### src/rtl/dmi_target_pkg.sv
// Shared types and constants for the DMI target: field layout, opcodes, register map, FSM states.
package dmi_target_pkg;

  localparam int unsigned ADDR_W   = 7;
  localparam int unsigned DATA_W   = 32;
  localparam int unsigned OP_W     = 2;
  localparam int unsigned REQ_W    = ADDR_W + DATA_W + OP_W;
  localparam int unsigned RESP_W   = DATA_W + 2;
  localparam int unsigned OP_LSB   = 0;
  localparam int unsigned DATA_LSB = OP_W;
  localparam int unsigned ADDR_LSB = OP_W + DATA_W;

  typedef enum logic [1:0] {
    DMI_NOP   = 2'd0,
    DMI_READ  = 2'd1,
    DMI_WRITE = 2'd2,
    DMI_RSVD  = 2'd3
  } dmi_op_e;

  typedef enum logic [1:0] {
    DMI_RESP_OK   = 2'd0,
    DMI_RESP_FAIL = 2'd2
  } dmi_resp_e;

  localparam logic [ADDR_W-1:0] ADDR_DATA0     = 7'h04;
  localparam logic [ADDR_W-1:0] ADDR_DATA1     = 7'h05;
  localparam logic [ADDR_W-1:0] ADDR_DMCONTROL = 7'h10;
  localparam logic [ADDR_W-1:0] ADDR_DMSTATUS  = 7'h11;

  localparam logic [1:0] ST_IDLE   = 2'd0;
  localparam logic [1:0] ST_ACCESS = 2'd1;
  localparam logic [1:0] ST_RESP   = 2'd2;

  // version 2 in [3:0]; allhalted/anyhalted both follow the single hart
  function automatic logic [DATA_W-1:0] dmstatus_value(input logic unlock, input logic halted);
    return {22'b0, halted, halted, unlock, 3'b0, 4'h2};
  endfunction

endpackage

### src/rtl/dmi_target_regs.sv
// Debug-module register file and access decode. With DMI_TARGET_LOCK_EN defined,
// writes are refused while jtag_unlock_i is low.
module dmi_target_regs
  import dmi_target_pkg::*;
(
  input  logic              clk_i,
  input  logic              rst_ni,
  input  logic              access_i,
  input  logic [ADDR_W-1:0] addr_i,
  input  logic [DATA_W-1:0] wdata_i,
  input  logic [OP_W-1:0]   op_i,
  input  logic              jtag_unlock_i,
  input  logic              halted_i,
  output logic [DATA_W-1:0] rdata_o,
  output logic [1:0]        resp_o,
  output logic              dmactive_o,
  output logic              ndmreset_o,
  output logic              haltreq_o,
  output logic              resumereq_o
);

  logic [DATA_W-1:0] data0_q, data0_d, data1_q, data1_d;
  logic dmactive_q, dmactive_d, ndmreset_q, ndmreset_d;
  logic haltreq_q, haltreq_d, resumereq_q, resumereq_d;
  logic wr_blocked;
  logic unused_wdata;

  assign unused_wdata = ^wdata_i[29:2];

`ifdef DMI_TARGET_LOCK_EN
  assign wr_blocked = ~jtag_unlock_i;
`else
  assign wr_blocked = 1'b0;
`endif

  always_comb begin
    data0_d     = data0_q;
    data1_d     = data1_q;
    dmactive_d  = dmactive_q;
    ndmreset_d  = ndmreset_q;
    haltreq_d   = haltreq_q;
    resumereq_d = 1'b0;
    rdata_o     = '0;
    resp_o      = DMI_RESP_OK;
    case (op_i)
      DMI_NOP: ;
      DMI_READ: begin
        case (addr_i)
          ADDR_DATA0:     rdata_o = data0_q;
          ADDR_DATA1:     rdata_o = data1_q;
          ADDR_DMCONTROL: rdata_o = {haltreq_q, 29'b0, ndmreset_q, dmactive_q};
          ADDR_DMSTATUS:  rdata_o = dmstatus_value(jtag_unlock_i, halted_i);
          default:        resp_o  = DMI_RESP_FAIL;
        endcase
      end
      DMI_WRITE: begin
        if (wr_blocked) begin
          resp_o = DMI_RESP_FAIL;
        end else begin
          case (addr_i)
            ADDR_DATA0: if (dmactive_q) data0_d = wdata_i;
            ADDR_DATA1: if (dmactive_q) data1_d = wdata_i;
            ADDR_DMCONTROL: begin
              dmactive_d  = wdata_i[0];
              ndmreset_d  = wdata_i[1];
              haltreq_d   = wdata_i[31];
              resumereq_d = wdata_i[30] & access_i;
              // dropping dmactive resets the abstract data registers
              if (!wdata_i[0]) begin
                data0_d = '0;
                data1_d = '0;
              end
            end
            default: resp_o = DMI_RESP_FAIL;
          endcase
        end
      end
      default: resp_o = DMI_RESP_FAIL;
    endcase
  end

  always_ff @(posedge clk_i or negedge rst_ni) begin
    if (!rst_ni) begin
      data0_q     <= '0;
      data1_q     <= '0;
      dmactive_q  <= 1'b0;
      ndmreset_q  <= 1'b0;
      haltreq_q   <= 1'b0;
      resumereq_q <= 1'b0;
    end else begin
      resumereq_q <= resumereq_d;
      if (access_i) begin
        data0_q    <= data0_d;
        data1_q    <= data1_d;
        dmactive_q <= dmactive_d;
        ndmreset_q <= ndmreset_d;
        haltreq_q  <= haltreq_d;
      end
    end
  end

  assign dmactive_o  = dmactive_q;
  assign ndmreset_o  = ndmreset_q;
  assign haltreq_o   = haltreq_q;
  assign resumereq_o = resumereq_q;

endmodule

### src/rtl/dmi_target.sv
// DMI target: request/response handshake FSM with configurable access latency.
// Build option DMI_TARGET_LOCK_EN (see dmi_target_regs) gates writes on jtag_unlock_i.
module dmi_target
  import dmi_target_pkg::*;
#(
  parameter int unsigned AccessLatency = 2
) (
  input  logic              clk_i,
  input  logic              rst_ni,
  input  logic [REQ_W-1:0]  dmi_req_i,
  input  logic              dmi_req_valid_i,
  output logic              dmi_req_ready_o,
  output logic [RESP_W-1:0] dmi_resp_o,
  output logic              dmi_resp_valid_o,
  input  logic              dmi_resp_ready_i,
  input  logic              jtag_unlock_i,
  input  logic              halted_i,
  output logic              dmactive_o,
  output logic              ndmreset_o,
  output logic              haltreq_o,
  output logic              resumereq_o
);

  logic [1:0]        state_q, state_d;
  logic [3:0]        cnt_q, cnt_d;
  logic [REQ_W-1:0]  req_q, req_d;
  logic [RESP_W-1:0] resp_q, resp_d;
  logic              access;
  logic [DATA_W-1:0] reg_rdata;
  logic [1:0]        reg_resp;

  assign access = (state_q == ST_ACCESS) && (cnt_q == 4'd0);

  always_comb begin
    state_d = state_q;
    cnt_d   = cnt_q;
    req_d   = req_q;
    resp_d  = resp_q;
    case (state_q)
      ST_IDLE: begin
        if (dmi_req_valid_i) begin
          req_d   = dmi_req_i;
          cnt_d   = 4'(AccessLatency);
          state_d = ST_ACCESS;
        end
      end
      ST_ACCESS: begin
        if (cnt_q != 4'd0) begin
          cnt_d = cnt_q - 4'd1;
        end else begin
          resp_d  = {reg_rdata, reg_resp};
          state_d = ST_RESP;
        end
      end
      ST_RESP: if (dmi_resp_ready_i) state_d = ST_IDLE;
      default: state_d = ST_IDLE;
    endcase
  end

  always_ff @(posedge clk_i or negedge rst_ni) begin
    if (!rst_ni) begin
      state_q <= ST_IDLE;
      cnt_q   <= '0;
      req_q   <= '0;
      resp_q  <= '0;
    end else begin
      state_q <= state_d;
      cnt_q   <= cnt_d;
      req_q   <= req_d;
      resp_q  <= resp_d;
    end
  end

  dmi_target_regs u_regs (
    .clk_i         (clk_i),
    .rst_ni        (rst_ni),
    .access_i      (access),
    .addr_i        (req_q[ADDR_LSB +: ADDR_W]),
    .wdata_i       (req_q[DATA_LSB +: DATA_W]),
    .op_i          (req_q[OP_LSB +: OP_W]),
    .jtag_unlock_i (jtag_unlock_i),
    .halted_i      (halted_i),
    .rdata_o       (reg_rdata),
    .resp_o        (reg_resp),
    .dmactive_o    (dmactive_o),
    .ndmreset_o    (ndmreset_o),
    .haltreq_o     (haltreq_o),
    .resumereq_o   (resumereq_o)
  );

  assign dmi_req_ready_o  = (state_q == ST_IDLE);
  assign dmi_resp_valid_o = (state_q == ST_RESP);
  assign dmi_resp_o       = resp_q;

endmodule
### config.mk
export PLATFORM = sky130hd
export DESIGN_NAME = dmi_target
export DESIGN_NICKNAME = d
export VERILOG_FILES = /design/src/rtl/dmi_target_pkg.sv /design/src/rtl/dmi_target_regs.sv /design/src/rtl/dmi_target.sv
export SDC_FILE = /design/constraint.sdc
export NUM_CORES = 1
export LEC_CHECK = 0
export BUFFER_PORTS_ARGS = -buffer_cell sky130_fd_sc_hd__buf_4
export CAP_MARGIN = 20
export CELL_PAD_IN_SITES_DETAIL_PLACEMENT = 0
export CELL_PAD_IN_SITES_GLOBAL_PLACEMENT = 1
export CORE_ASPECT_RATIO = 0.6
export CORE_UTILIZATION = 35
export CTS_CLUSTER_DIAMETER = 100
export DETAILED_ROUTE_END_ITERATION = 6
export HOLD_SLACK_MARGIN = 0.1
export PLACE_DENSITY_LB_ADDON = 0.1
export SLEW_MARGIN = 20
export SYNTH_ARGS = -nofsm -noshare
export SYNTH_HDL_FRONTEND = slang
export SYNTH_SLANG_ARGS = --single-unit
### constraint.sdc
create_clock -name clk_i -period 2.55 [get_ports clk_i]
set_input_delay 0.51 -clock clk_i [delete_from_list [all_inputs] [get_ports clk_i]]
set_output_delay 0.51 -clock clk_i [all_outputs]
set_load 0.005 [all_outputs]
After elaboration in Yosys (flattened, before gate mapping)
Index checks and enable logic that the tools add are counted.
Storage, ports and cells
  memories kept: 0
  bits in latches: 0
  memory bits (read-only): 0
  input port bits: 47
  register bits after elaboration: 149
  memory bits (writable): 0
Operators by class
  shift operators: 0
  $add $sub $neg: 1
  multiply operators: 0
  equality and inequality tests: 15
  reductions and logical operators: 17
  magnitude comparators: 0
  div/mod/pow operators: 0
  bitwise logic cells: 2
  mux-type cells: 18
Operators with widths (number)
  $pmux W32 S2: 2
  $pmux W32 S4: 1
  $mux W32: 3
  $eq A7 B3 Y1 const B: 2
  $eq A7 B5 Y1 const B: 2
  $pmux W2 S3: 2
  $mux W2: 5
  $reduce_and A5 Y1: 2
  $reduce_and A3 Y1: 3
  $mux W4: 2
  $ne A2 B1 Y1 const B: 4
  $pmux W4 S2: 1
  $ne A2 B2 Y1 const B: 3
  $reduce_bool A2 Y1: 3
  $eq A2 B1 Y1 const B: 2
  $eq A2 B2 Y1 const B: 2
  $logic_not A2 Y1: 2
  $logic_not A4 Y1: 1
  $reduce_and A2 Y1: 2
  $reduce_bool A4 Y1: 1
  $reduce_or A4 Y1: 1
  $sub A4 B1 Y4 const B: 1
  $reduce_or A3 Y1: 1
  $mux W1: 2
  3 further kinds: 3

Logic depth before layout (Yosys ltp)
  depth in word-level cells: 5
  gate-level depth with buffers: 8
  mapped depth without buffers: 6

Modules after synthesis
Synthesis repeated with hierarchy kept, for this count alone.
Second synthesis, totals
  cell total of the unflattened synthesis: 595
  area, all modules: 7110.6 um^2
By module, submodules not included
  dmi_target_regs: area each 3818.7 um^2, times used 1, seq. area each 1701.6 um^2, cells each 400
  dmi_target: area each 3291.9 um^2, times used 1, seq. area each 2026.9 um^2, cells each 195

Worst setup path before layout
No wires, ideal clock.
  path type: flip-flop to flip-flop
  from: reg cnt_q[0]
  to: reg u_regs.data0_q[10]
  slack: 539 ps
  period minus slack after synthesis: 2011 ps
  setup time: 125 ps
  stages on the path, launching flop included: 9
  arrival time: 1886 ps
  required time: 2425 ps
  path through: dfrtp_1 -> inv_1 -> ha_1 -> nor3b_1 -> nand4_1 -> or3_1 -> buf_6 -> buf_12 -> mux2_4
Between the ends
  word-level cells in the longest chain between the ends: 3
RTL lines
  start, declared: line dmi_target.sv:25  | logic [3:0] cnt_q, cnt_d;
  start signal, assigned: line dmi_target.sv:68  | cnt_q <= cnt_d;
  $logic_not A4 Y1: line dmi_target.sv:32  | assign access = (state_q == ST_ACCESS) && (cnt_q == 4'd0);
  $logic_and A1 B1 Y1: line dmi_target.sv:32
  $reduce_and A5 Y1 (no source line)
  end signal, assigned: line dmi_target_regs.sv:93  | data0_q <= data0_d;
  end, declared: line dmi_target_regs.sv:22  | logic [DATA_W-1:0] data0_q, data0_d, data1_q, data1_d;
No other way between the ends.
A chain may end at the register's enable or synchronous reset.

Worst setup path after layout
  from: reg state_q[0]
  to: reg u_regs.data0_q[10]
Between the ends
  word-level cells in the longest chain between the ends: 3
RTL lines
  start, declared: line dmi_target.sv:24  | logic [1:0] state_q, state_d;
  start signal, assigned: line dmi_target.sv:67  | state_q <= state_d;
  $eq A2 B1 Y1: line dmi_target.sv:32
  $logic_and A1 B1 Y1: line dmi_target.sv:32
  $reduce_and A5 Y1 (no source line)
No other way between the ends.

==> impl_metrics.py <==
metrics = {
    "critical_path": {
        "worstSetupStartpointType": "flop",
        "end_kind": "flop",
        "crit_path_max_fanout": 23,
        "path_class": "reg2reg",
        "cpLargestDelayFamily": "simple AND/OR/NAND/NOR gates",
        "crit_buf_inv": 1,
        "slowest_delay_ns": 0.52,
        "crit_start": "state_q[0]",
        "cp_cell_sequence": "nor2b_1 > nand4_1 > or3_2 > buf_12 > mux2_4",
        "crit_required_ns": 2.84,
        "rr_startpoint": "state_q[0]",
        "cpMaxStageDelayCell": "or3_2",
        "cp_data_arrival_time_ns": 2.55,
    },
    "status": {
        "status": "complete, no violations",
    },
    "layout": {
        "final_cell_mix": "147 x dfrtp_1, 98 x buf_4, 77 x mux2_2, 40 x nand2_1, 37 x o21ai_0",
        "utilization_pct": 45.4,
        "antenna_cells": 0,
        "fillCellCount": 1602,
        "syn2layout_area_growth_pct": 24.3,
        "finalNetCount": 620,
        "layout_commonest_cell": "dfrtp_1",
        "drive_gt1_share_pct": 42.6,
        "multi_input_area_mm2": 0.00252,
        "seqCellArea_mm2": 0.00370,
        "fin_cells": 818,
    },
    "place": {
        "dpl.hpwl_um": 9390,
        "routabilityCongestion": 0.751,
        "dpl.cell_count": 785,
        "portBuffers": 85,
    },
    "cts": {
        "clk_pin_slew_ns": 0.06,
        "clock-root-buffer": "clkbuf_16",
        "cts_buffers": 17,
        "cts-htree-levels": 4,
        "cts_sinks": 148,
        "clk_latency_ns": 0.41,
        "cts_tree": "done",
        "cts_max_path_buffers": 2,
    },
    "floorplanning": {
        "pin_count": 87,
        "coreArea_mm2": 0.0175,
        "die_area_mm2": 0.0188,
        "die_width_um": 176,
        "die_y_um": 107,
        "rows": 37,
        "initial_utilization_pct": 36.5,
    },
    "timing": {
        "hold_violations": 0,
        "clock_skew_ns": 0.0128,
        "max_slew_margin_pct": 63.7,
        "clock.fmax_ghz": 0.441,
        "setup_violations": 0,
        "worst_pin_slew_ns": 0.545,
        "rsz0062_at_grt": "no",
        "fin_hold_ws_ns": 0.282,
        "tns_ns": 0,
        "slew_viol_final": 0,
        "post-route-period-util_pct": 88.9,
        "fin_crit_ns": 2.27,
    },
    "drt": {
        "drc": 0,
        "wl_per_cell_um": 17.3,
        "detailedRoute.firstIterationViolations": 167,
        "vias_per_cell": 4.77,
        "drt_pass1_iterations": 4,
        "via_count": 3902,
        "wirelength_um": 14200,
        "antenna_left": 0,
    },
    "grt": {
        "grt_antenna_before_repair": 0,
        "grt.total_usage_pct": 16.6,
        "grt_pass1_wl_um": 23600,
        "overflow": 0,
        "grt_pass1_vias": 4283,
        "grt_max_degree": 56,
    },
    "synth": {
        "synth_area_mm2": 0.00639,
        "ys_ff_latch": 148,
        "synthDistinctLibCells": 36,
        "syn_nets": 524,
        "syn_inst": 475,
        "ys_warn_count": 0,
        "ys_seq_area_share_pct": 58.0,
        "syn_avg_cell_area_um2": 13.4,
    },
    "hold_path": {
        "worstHoldStart": "dmi_resp_ready_i",
        "hold_class": "in2reg",
    },
    "power": {
        "powerDensity_mw_per_mm2": 923,
        "vdd_ir_drop_max_uv": 431,
        "power_leakage_nw": 3.86,
    },
    "flow_run": {
        "max_cap_viol_count": 0,
    },
}
power by group:
part | total [mW] | internal (mW) | switching [mW]
Clock | 2.42 | 1.36 | 1.05
Combinational | 1.79 | 0.925 | 0.868
Sequential | 3.13 | 2.79 | 0.341
layer usage:
metal	share of wire (%)	GRT usage, %	vias up
met1	53	24.8	1967
li1	-	-	1848
met4	0.97	5.36	0
met2	43	23.8	74
met5	0	0	-
met3	3.9	3.62	13
kinds of logic (layout without fill, tap and decap cells):
| logic type | count (synthesis) | after routing | share of synthesized area (%) |
|---|---|---|---|
| AO/OA/AOI/OAI | 56 | 56 | 5.23 |
| XOR/XNOR | 2 | 2 | 0.274 |
| adder cells (fa/ha/maj) | 2 | 2 | 0.392 |
| buffers and inverters | 31 | 140 | 2.84 |
| flip-flops | 148 | 148 | 58.0 |
| multiplexers | 134 | 134 | 24.9 |
| other | 1 | 1 | 0.0587 |
| AND/OR/NAND/NOR | 101 | 101 | 8.36 |
Yosys cell counts, drive strengths merged:
| cell | n | share of area (%) |
|---|---|---|
| o21ai | 37 | 2.9 |
| clkbuf | 18 | 1.1 |
| nand2b | 3 | 0.29 |
| a222oi | 1 | 0.16 |
| and2 | 33 | 3.2 |
| a22o | 3 | 0.41 |
| a21oi | 2 | 0.16 |
| mux2 | 107 | 21 |
| or3b | 1 | 0.14 |
| a2bb2oi | 2 | 0.27 |
| nand4 | 3 | 0.29 |
| a22oi | 6 | 0.71 |
| buf | 9 | 1.5 |
| nor2b | 6 | 0.59 |
| inv | 4 | 0.23 |
| o2111ai | 1 | 0.14 |
| conb | 1 | 0.059 |
| nor2 | 5 | 0.29 |
| and3 | 2 | 0.20 |
| dfrtp | 148 | 58 |
| xor2 | 2 | 0.27 |
| nor3b | 2 | 0.23 |
| nor4 | 1 | 0.33 |
| or3 | 1 | 0.098 |
| o22ai | 1 | 0.098 |
| a32oi | 2 | 0.27 |
| a21o | 1 | 0.12 |
| nor3 | 1 | 0.078 |
| nand2 | 40 | 2.4 |
| mux2i | 27 | 4.2 |
| nand3 | 3 | 0.23 |
| ha | 2 | 0.39 |
state kept, by name, indices dropped and copies added, names as in the netlist, 2 cells and up:
register,count
state_q,2
dmi_resp_o,33
u_regs.data0_q,32
cnt_q,4
u_regs.data1_q,32
req_q,41
worst register-to-register path, stage by stage, from the launching register on:
cell	delay, ns
dfrtp_1	0.45
nor2b_1	0.40
nand4_1	0.25
or3_2	0.52
buf_12	0.21
mux2_4	0.32
worst paths after layout:
path,slack (ns),to,cells after the start
setup / recovery,0.28,u_regs.data0_q[10],5
setup reg to reg,0.28,u_regs.data0_q[10],5
min in group asynchronous,0.63,dmi_resp_o[1],2
hold / removal,0.28,state_q[1],2
max in group asynchronous,1.25,u_regs.resumereq_o,3
hold reg to reg,0.48,dmi_resp_o[8],2
repair_timing:
| action | in CTS | in global routing |
|---|---|---|
| setup buffers | 0 | 0 |
| resized for setup | 0 | 1 |
| hold endpoints to repair | 50 | 0 |
| hold buffers | 1 | 0 |
| endpoints found under the setup margin | 0 | 32 |
metrics by stage:
step | power [mW] | setup slack (ns) | instance area [µm²]
after floorplan | 4.33 | 0.539 | 6390
after global placement | 4.94 | 0.244 | 7360
after detailed placement | 4.97 | 0.192 | 7360
after CTS | 7.42 | 0.177 | 7940
after global routing | 7.79 | 0.0675 | 7940
final | 7.33 | 0.283 | 7940
area by class of cell:
class | count | area share [%]
Inverter | 4 | 0.189
Clock buffer | 17 | 5.36
Tap cell | 234 | 3.69
Timing Repair Buffer | 104 | 10.5
Sequential cell | 148 | 46.6
Multi-Input combinational cell | 296 | 31.8
Clock inverter | 15 | 1.81
Power figures use the tool's default switching activity.
